## src/rtl/vscale_fetch_redirect_ctrl_pkg.sv

```systemverilog
// Shared select/state encodings for the fetch-redirect controller.
package vscale_fetch_redirect_ctrl_pkg;

  localparam int unsigned PC_SRC_SEL_WIDTH = 3;
  typedef logic [PC_SRC_SEL_WIDTH-1:0] pc_sel_t;

  localparam pc_sel_t PC_PLUS_FOUR     = 3'd0;
  localparam pc_sel_t PC_BRANCH_TARGET = 3'd1;
  localparam pc_sel_t PC_JAL_TARGET    = 3'd2;
  localparam pc_sel_t PC_JALR_TARGET   = 3'd3;
  localparam pc_sel_t PC_REPLAY        = 3'd4;
  localparam pc_sel_t PC_HANDLER       = 3'd5;
  localparam pc_sel_t PC_EPC           = 3'd6;

  localparam int unsigned FETCH_STATE_WIDTH = 2;
  typedef enum logic [FETCH_STATE_WIDTH-1:0] {
    FETCH_BOOT = 2'd0,
    FETCH_RUN  = 2'd1,
    FETCH_HOLD = 2'd2
  } fetch_state_e;

  // Arbitration rank of a redirect select; non-redirects rank lowest.
  function automatic logic [2:0] sel_rank(input pc_sel_t sel);
    case (sel)
      PC_HANDLER:       sel_rank = 3'd5;
      PC_EPC:           sel_rank = 3'd4;
      PC_JALR_TARGET:   sel_rank = 3'd3;
      PC_JAL_TARGET:    sel_rank = 3'd2;
      PC_BRANCH_TARGET: sel_rank = 3'd1;
      default:          sel_rank = 3'd0;
    endcase
  endfunction

endpackage

```

## src/rtl/vscale_redirect_prio.sv

```systemverilog
// Combinational priority encoder for PC-source requests.
module vscale_redirect_prio
  import vscale_fetch_redirect_ctrl_pkg::*;
(
  input  logic    exception_WB,
  input  logic    eret_WB,
  input  logic    jalr_DX,
  input  logic    jal_DX,
  input  logic    branch_taken_DX,
  input  logic    stall_ext,
  input  logic    imem_wait,
  output pc_sel_t sel,
  output logic    is_redirect,
  output pc_sel_t wb_sel,
  output logic    wb_valid
);

  always_comb begin
    sel         = PC_PLUS_FOUR;
    is_redirect = 1'b1;
    if (exception_WB) begin
      sel = PC_HANDLER;
    end else if (eret_WB) begin
      sel = PC_EPC;
    end else if (jalr_DX) begin
      sel = PC_JALR_TARGET;
    end else if (jal_DX) begin
      sel = PC_JAL_TARGET;
    end else if (branch_taken_DX) begin
      sel = PC_BRANCH_TARGET;
    end else begin
      is_redirect = 1'b0;
      sel         = (stall_ext || imem_wait) ? PC_REPLAY : PC_PLUS_FOUR;
    end
  end

  // WB-only winner, used to override a held DX redirect.
  assign wb_valid = exception_WB | eret_WB;
  assign wb_sel   = exception_WB ? PC_HANDLER : PC_EPC;

endmodule

```

## src/rtl/vscale_fetch_redirect_ctrl.sv

```systemverilog
// Fetch-redirect controller driving the PC mux select; holds redirects while imem is busy.
// Optional redirect counter enabled by defining VSCALE_REDIRECT_CNT_EN.
module vscale_fetch_redirect_ctrl
  import vscale_fetch_redirect_ctrl_pkg::*;
(
  input  logic    clk,
  input  logic    reset_n,
  input  logic    exception_WB,
  input  logic    eret_WB,
  input  logic    jalr_DX,
  input  logic    jal_DX,
  input  logic    branch_taken_DX,
  input  logic    stall_ext,
  input  logic    imem_wait,
  output pc_sel_t PC_src_sel,
  output logic    kill_IF,
  output logic    stall_IF,
  output logic    hold_DX
`ifdef VSCALE_REDIRECT_CNT_EN
  ,
  output logic [31:0] redirect_count
`endif
);

  fetch_state_e r_state, w_state_nxt;
  pc_sel_t      r_held_sel, w_held_nxt;
  pc_sel_t      w_win_sel, w_wb_sel;
  logic         w_is_redirect, w_wb_valid, w_override;

  vscale_redirect_prio u_prio (
    .exception_WB    (exception_WB),
    .eret_WB         (eret_WB),
    .jalr_DX         (jalr_DX),
    .jal_DX          (jal_DX),
    .branch_taken_DX (branch_taken_DX),
    .stall_ext       (stall_ext),
    .imem_wait       (imem_wait),
    .sel             (w_win_sel),
    .is_redirect     (w_is_redirect),
    .wb_sel          (w_wb_sel),
    .wb_valid        (w_wb_valid)
  );

  // A held redirect yields only to a strictly higher-priority WB request.
  assign w_override = (r_state == FETCH_HOLD) && w_wb_valid &&
                      (sel_rank(w_wb_sel) > sel_rank(r_held_sel));

  always_comb begin
    w_state_nxt = r_state;
    w_held_nxt  = r_held_sel;
    PC_src_sel  = PC_REPLAY;
    kill_IF     = 1'b1;
    stall_IF    = 1'b0;
    hold_DX     = 1'b0;
    case (r_state)
      FETCH_BOOT: begin
        w_state_nxt = FETCH_RUN;
      end
      FETCH_RUN: begin
        PC_src_sel = w_win_sel;
        if (w_is_redirect) begin
          if (imem_wait) begin
            hold_DX     = 1'b1;
            w_held_nxt  = w_win_sel;
            w_state_nxt = FETCH_HOLD;
          end
        end else begin
          kill_IF  = 1'b0;
          stall_IF = stall_ext | imem_wait;
        end
      end
      FETCH_HOLD: begin
        hold_DX    = 1'b1;
        PC_src_sel = r_held_sel;
        if (w_override) begin
          PC_src_sel = w_wb_sel;
          w_held_nxt = w_wb_sel;
        end
        if (!imem_wait) begin
          w_state_nxt = FETCH_RUN;
        end
      end
      default: begin
        w_state_nxt = FETCH_BOOT;
      end
    endcase
  end

  always_ff @(posedge clk or negedge reset_n) begin
    if (!reset_n) begin
      r_state    <= FETCH_BOOT;
      r_held_sel <= PC_PLUS_FOUR;
    end else begin
      r_state    <= w_state_nxt;
      r_held_sel <= w_held_nxt;
    end
  end

`ifdef VSCALE_REDIRECT_CNT_EN
  logic        w_accept;
  logic [31:0] r_count;

  assign w_accept = ((r_state == FETCH_RUN) && w_is_redirect) || w_override;

  always_ff @(posedge clk or negedge reset_n) begin
    if (!reset_n) begin
      r_count <= 32'd0;
    end else if (w_accept) begin
      r_count <= r_count + 32'd1;
    end
  end

  assign redirect_count = r_count;
`endif

endmodule

```

## config.mk

```make
export PLATFORM = sky130hd
export DESIGN_NAME = vscale_fetch_redirect_ctrl
export DESIGN_NICKNAME = d
export VERILOG_FILES = /design/src/rtl/vscale_fetch_redirect_ctrl_pkg.sv /design/src/rtl/vscale_redirect_prio.sv /design/src/rtl/vscale_fetch_redirect_ctrl.sv
export SDC_FILE = /design/constraint.sdc
export NUM_CORES = 1
export LEC_CHECK = 0
export ABC_AREA = 1
export BUFFER_PORTS_ARGS = -buffer_cell sky130_fd_sc_hd__buf_2
export CORE_AREA = 2 2 39 41
export CTS_CLUSTER_SIZE = 28
export DETAILED_ROUTE_END_ITERATION = 7
export DIE_AREA = 0 0 41 43
export HOLD_SLACK_MARGIN = 0.1
export PLACE_DENSITY_LB_ADDON = 0.1
export SLEW_MARGIN = 20
export SYNTH_ARGS = -nofsm -noshare
export SYNTH_HDL_FRONTEND = slang
export SYNTH_SLANG_ARGS = --single-unit
export TNS_END_PERCENT = 50
```

## constraint.sdc

```tcl
create_clock -name clk -period 1.5 [get_ports clk]
set_input_delay 0.075 -clock clk [delete_from_list [all_inputs] [get_ports clk]]
set_output_delay 0.075 -clock clk [all_outputs]
set_load 0.01 [all_outputs]
```

==> Word-level counts from Yosys, hierarchy flattened <==
Index checks and enable logic that the tools add are counted.
{ "word_totals": {"regBits": 5, "word_cells": 57, "out_inout_bits": 6, "in_bits": 9} }
{ "op_classes": {"order_cmp": 1, "eq_ne": 15, "n_bitwise": 2, "n_mux": 30, "n_reduce_logical": 7} }
{ "op_table": {"columns": ["operator", "count"], "rows": [
  ["$pmux 3 s5", 2],
  ["$mux 3", 9],
  ["$eq 3x2->1 const B", 4],
  ["$eq 3x3->1 const B", 4],
  ["$pmux 3 s2", 2],
  ["$mux 1", 11],
  ["$mux 2", 4],
  ["$eq 3x1->1 const B", 2],
  ["$pmux 2 s3", 1],
  ["$reduce_and 3->1", 2],
  ["$ne 2x2->1 const B", 2],
  ["$gt 3x3->1", 1],
  ["$eq 2x1->1 const B", 1],
  ["$eq 2x2->1 const B", 1],
  ["$logic_and 1x1->1", 2],
  ["$logic_not 2->1", 1],
  ["$ne 2x1->1 const B", 1],
  ["$or 1x1->1", 2],
  ["$pmux 1 s2", 1],
  ["$reduce_bool 2->1", 1],
  ["$logic_or 1x1->1", 1]
]} }

==> Depth between registers and ports, before layout <==
{ "logic_depth": {"word_depth": 10, "depth_mapped": 11, "mapped_depth_nobuf": 11} }

==> Cells and area by module <==
From an unflattened synthesis, not the netlist that was laid out.
{ "hier_totals": {"cells_unflattened": 109, "area_unflattened_um2": 678.2} }
{ "modules_own_cells": {"columns": ["mod", "area_per_inst_um2", "seq_area_each_um2", "cells_per_inst", "instances"], "rows": [
  ["vscale_fetch_redirect_ctrl", 581.8, 125.1, 87, 1],
  ["vscale_redirect_prio", 96.3, 0.0, 22, 1]
]} }

==> Least setup slack after synthesis <==
Ideal clock, no wire load.
{ "synth_timing": {"kind": "reg-to-output", "start": "reg r_held_sel[0]", "end": "out PC_src_sel[1]", "arrival_time_ns": 1.385, "stages_incl_launch_ff": 12, "path_slack_ns": 0.040, "path_cell_list": "dfrtp_1 -> inv_1 -> a21oi_1 -> ha_1 -> nor2_1 -> nor2_1 -> nand2_2 -> nand2_1 -> nand2_1 -> nand2_1 -> nand2_1 -> a21oi_1"} }
{ "synth_via": {"elab_chain_cells": 6, "elab_cells_between_ends": 10, "classes_between": "order compare: 1; eq/ne: 5; mux: 3; reduce/logical: 1"} }
{ "synth_lines": {"columns": ["item", "line_no", "source"], "rows": [
  ["start: declaration", "vscale_fetch_redirect_ctrl.sv:26", "pc_sel_t r_held_sel, w_held_nxt;"],
  ["start signal: assignment", "vscale_fetch_redirect_ctrl.sv:95", "r_held_sel <= w_held_nxt;"],
  ["$eq 3x1->1, or another cell as far along", "vscale_fetch_redirect_ctrl_pkg.sv:24", "case (sel)"],
  ["$pmux 3 s5 (*)", "vscale_fetch_redirect_ctrl_pkg.sv:24", null],
  ["$gt 3x3->1 (*)", "vscale_fetch_redirect_ctrl.sv:46", "(sel_rank(w_wb_sel) > sel_rank(r_held_sel));"],
  ["$logic_and 1x1->1 (*)", "vscale_fetch_redirect_ctrl.sv:45", "assign w_override = (r_state == FETCH_HOLD) && w_wb_valid &&"],
  ["$mux 3 (*)", "vscale_fetch_redirect_ctrl.sv:75", "if (w_override) begin"],
  ["$pmux 3 s2 (*)", "vscale_fetch_redirect_ctrl.sv:55", "case (r_state)"],
  ["end: declaration", "vscale_fetch_redirect_ctrl.sv:15", "output pc_sel_t PC_src_sel,"]
]} }
Every way passes the cells marked *; elsewhere a longest branch is shown, timed or not.

==> Worst setup path after layout <==
{ "layout_timing": {"start": "reg r_held_sel[0]", "end": "out PC_src_sel[0]"} }
{ "layout_via": {"elab_chain_cells": 6, "elab_cells_between_ends": 10, "classes_between": "order compare: 1; eq/ne: 5; mux: 3; reduce/logical: 1"} }
{ "layout_lines": {"columns": ["item", "line_no"], "rows": [
  ["$eq 3x1->1, or another cell as far along", "vscale_fetch_redirect_ctrl_pkg.sv:24"],
  ["$pmux 3 s5", "vscale_fetch_redirect_ctrl_pkg.sv:24"],
  ["$gt 3x3->1", "vscale_fetch_redirect_ctrl.sv:46"],
  ["$logic_and 1x1->1", "vscale_fetch_redirect_ctrl.sv:45"],
  ["$mux 3 (*)", "vscale_fetch_redirect_ctrl.sv:75"],
  ["$pmux 3 s2 (*)", "vscale_fetch_redirect_ctrl.sv:55"]
]} }
Marked as above.

==> impl_metrics.json <==
{
  "status": "finished, violations left",
  "violations": "setup timing",
  "finClkSkew_ns": 0.000710,
  "cts_buffers": 3,
  "grt_pass1_wl_um": 2130,
  "synth_xor_area_share_pct": 0,
  "grt_start_max_net_pins": 7,
  "worst_pin_slew_ns": 0.239,
  "root_buffer": "clkbuf_4",
  "cp-end-kind": "output port",
  "nets": 134,
  "worst_setup_path_start_kind": "register",
  "fin_ws_ns": -0.317,
  "antenna_cells": 0,
  "drc": 0,
  "vias": 603,
  "routed_via_density": 4.50,
  "start_util_pct": 40.6,
  "place_ws_ns": -0.0786,
  "yosysUniqueCellTypes": 16,
  "max_cap_viol_count": 0,
  "slew_viol_final": 0,
  "ys_ff_latch": 5,
  "antenna_found_initial": 0,
  "dr.first_iter.drc_count": 5,
  "synth-simple-area-share_pct": 40.5,
  "drtPass1Iterations": 4,
  "yosysWarnings": 0,
  "core_area_um2": 1380,
  "finalSetupViolCount": 5,
  "grtUsageTotal_pct": 18.1,
  "wirelength_um": 1340,
  "synth-adder-area-share_pct": 13.4,
  "power.density_nw_per_um2": 2020,
  "cts_max_level": 1,
  "synthCells": 87,
  "finalHoldViolations": 0,
  "synth_area_um2": 562,
  "max_freq_mhz": 550,
  "area_growth_pct": 45.4,
  "cts_tree": "yes",
  "crit_arrival_ns": 1.74,
  "cp_data_required_time_ns": 1.42,
  "io_pins": 15,
  "totalPowerFinal_uw": 1650,
  "num_rows": 14,
  "synth_compound_area_share_pct": 13.8,
  "clock_latency_ns": 0.24,
  "die_area_um2": 1760,
  "drt-wirelength-per-cell_um": 10.0,
  "grt_pass1_vias": 565,
  "syn_nets": 102,
  "power.leakage_uw": 0.000453,
  "critical_path.slowest_cell": "dfrtp_1",
  "dp_hpwl_um": 978,
  "critical_path_class": "reg2out",
  "portBuffers": 14,
  "cp_max_fo": 2,
  "crit_chain": "inv_2 > a21oi_2 > ha_1 > nor2_1 > nor2_1 > nand2_2 > nand2_2 > nand2_1 > nand3_2 > a21oi_2 > buf_2",
  "peakVddDrop_v": 0.00110,
  "yosysSeqAreaShare_pct": 22.3,
  "die_x_um": 41,
  "fin_crit_sh_pct": 121,
  "gp_congestion": 0.796,
  "rsz0062_at_grt": "true",
  "synth_top_family_by_area": "simple AND/OR/NAND/NOR gates",
  "critPathMaxStageDelay_ns": 0.39,
  "clock_path_buffers": 2,
  "relSlewSlack_pct": 83.9,
  "cts.sinks": 5,
  "min_path_type": "in2async",
  "die_h_um": 43,
  "final.setup.tns_ns": -0.768,
  "grt-ovfl-total": 0,
  "cts.clk_slew.worst_paths_ns": 0.04,
  "period_minus_slack_ns": 1.82,
  "antenna_left": 0,
  "synth_mux_area_share_pct": 0,
  "layout-drive-gt1-share_pct": 44.9,
  "syn_avg_cell_area_um2": 6.46
}
-- cells in the final DEF (no fill, tap or decap), drive strengths merged --
cell	n
ha	6
nand4	1
nand3	2
inv	15
clkbuf	4
dlygate4sd3	1
nand2	23
dfrtp	5
a21oi	12
o21ai	2
nand3b	1
buf	26
or2	2
nor2	17
o31ai	1
-- cell usage after synthesis --
library cell	count	area share [%]
a21oi_1	12	11
dfrtp_1	5	22
ha_1	6	13
inv_1	12	8.0
inv_2	3	2.0
nand2_1	22	15
nand2_2	1	1.1
nand3_1	1	0.89
nand3_2	1	1.8
nand3b_2	1	2.0
nand4_4	1	3.8
nor2_1	15	10
nor2_4	2	4.0
o21ai_0	2	1.8
o31ai_1	1	1.3
or2_2	2	2.2
-- worst max-delay path: cells and delay by family (launching register included) --
kind	cells	cell delay, ns
AO/OA/AOI/OAI	2	0.18
flip-flops	1	0.39
AND/OR/NAND/NOR	6	0.46
buffers and inverters	2	0.21
adder cells (fa/ha/maj)	1	0.27
-- flip-flops by register name (all words and copies together), names as in the netlist --
| register | count |
|---|---|
| r_state | 2 |
| r_held_sel | 3 |
-- area by class of cell --
class,instances,area [um^2]
multi-input cells,67,419
well taps,16,20.0
repair buffers,27,170
inverters,15,56.3
flip-flops and latches,5,125
fillers,135,567
clock buffers,4,26.3
-- per-layer routing --
| layer | up-vias | GRT usage (%) | wire length [um] |
|---|---|---|---|
| met5 | - | 0 | 0 |
| met4 | 0 | 14.0 | 0 |
| met3 | 0 | 3.14 | 30 |
| met2 | 7 | 28.1 | 742 |
| met1 | 260 | 20.5 | 568 |
| li1 | 336 | - | - |
-- power breakdown --
group,switching [uW],internal [uW]
logic,683,555
registers,55.5,209
clock network,49.6,100
-- path summary, 6_finish.rpt --
kind,slack (ns),cells after the start,endpoint,start
worst min register to register,0.62,3,r_held_sel[2]$_DFFE_PN0P_,r_held_sel[2]$_DFFE_PN0P_
worst max-delay path,-0.32,11,PC_src_sel[0],r_held_sel[0]$_DFFE_PN0P_
max in group asynchronous,1.20,2,r_state[1]$_DFFE_PN0P_,reset_n
worst max register to register,-0.10,12,r_held_sel[1]$_DFFE_PN0P_,r_held_sel[0]$_DFFE_PN0P_
worst min-delay path,0.18,2,r_held_sel[0]$_DFFE_PN0P_,reset_n
min in group clk,0.25,4,r_state[1]$_DFFE_PN0P_,imem_wait
-- cell families (layout without fill, tap and decap cells) --
kind of cell	Yosys count	after routing
and+or+nand+nor	46	46
AOI/OAI and AO/OA	15	15
buffers and inverters	15	46
adders and majority gates	6	6
DFF	5	5
-- through the flow --
step	instance area (um^2)	hold WS [ns]	std cells	util [%]
after CTS	807	0.165	134	58.3
after global routing	817	0.180	134	59.0
after detailed placement	719	-0.110	126	52.0
after floorplan	562	-0.221	87	-
after global placement	719	-0.111	126	52.0
final	817	0.179	134	59.0
-- repair_timing --
action                                 4_1_cts  5_1_grt
endpoints found under the hold margin        5        0
gates resized for setup                     11        4
pin swaps                                    2        3
buffers inserted                             3        2
hold buffers                                 1        0
setup endpoints to repair                    6        7
No activity file was read; power rests on OpenSTA's default activity.
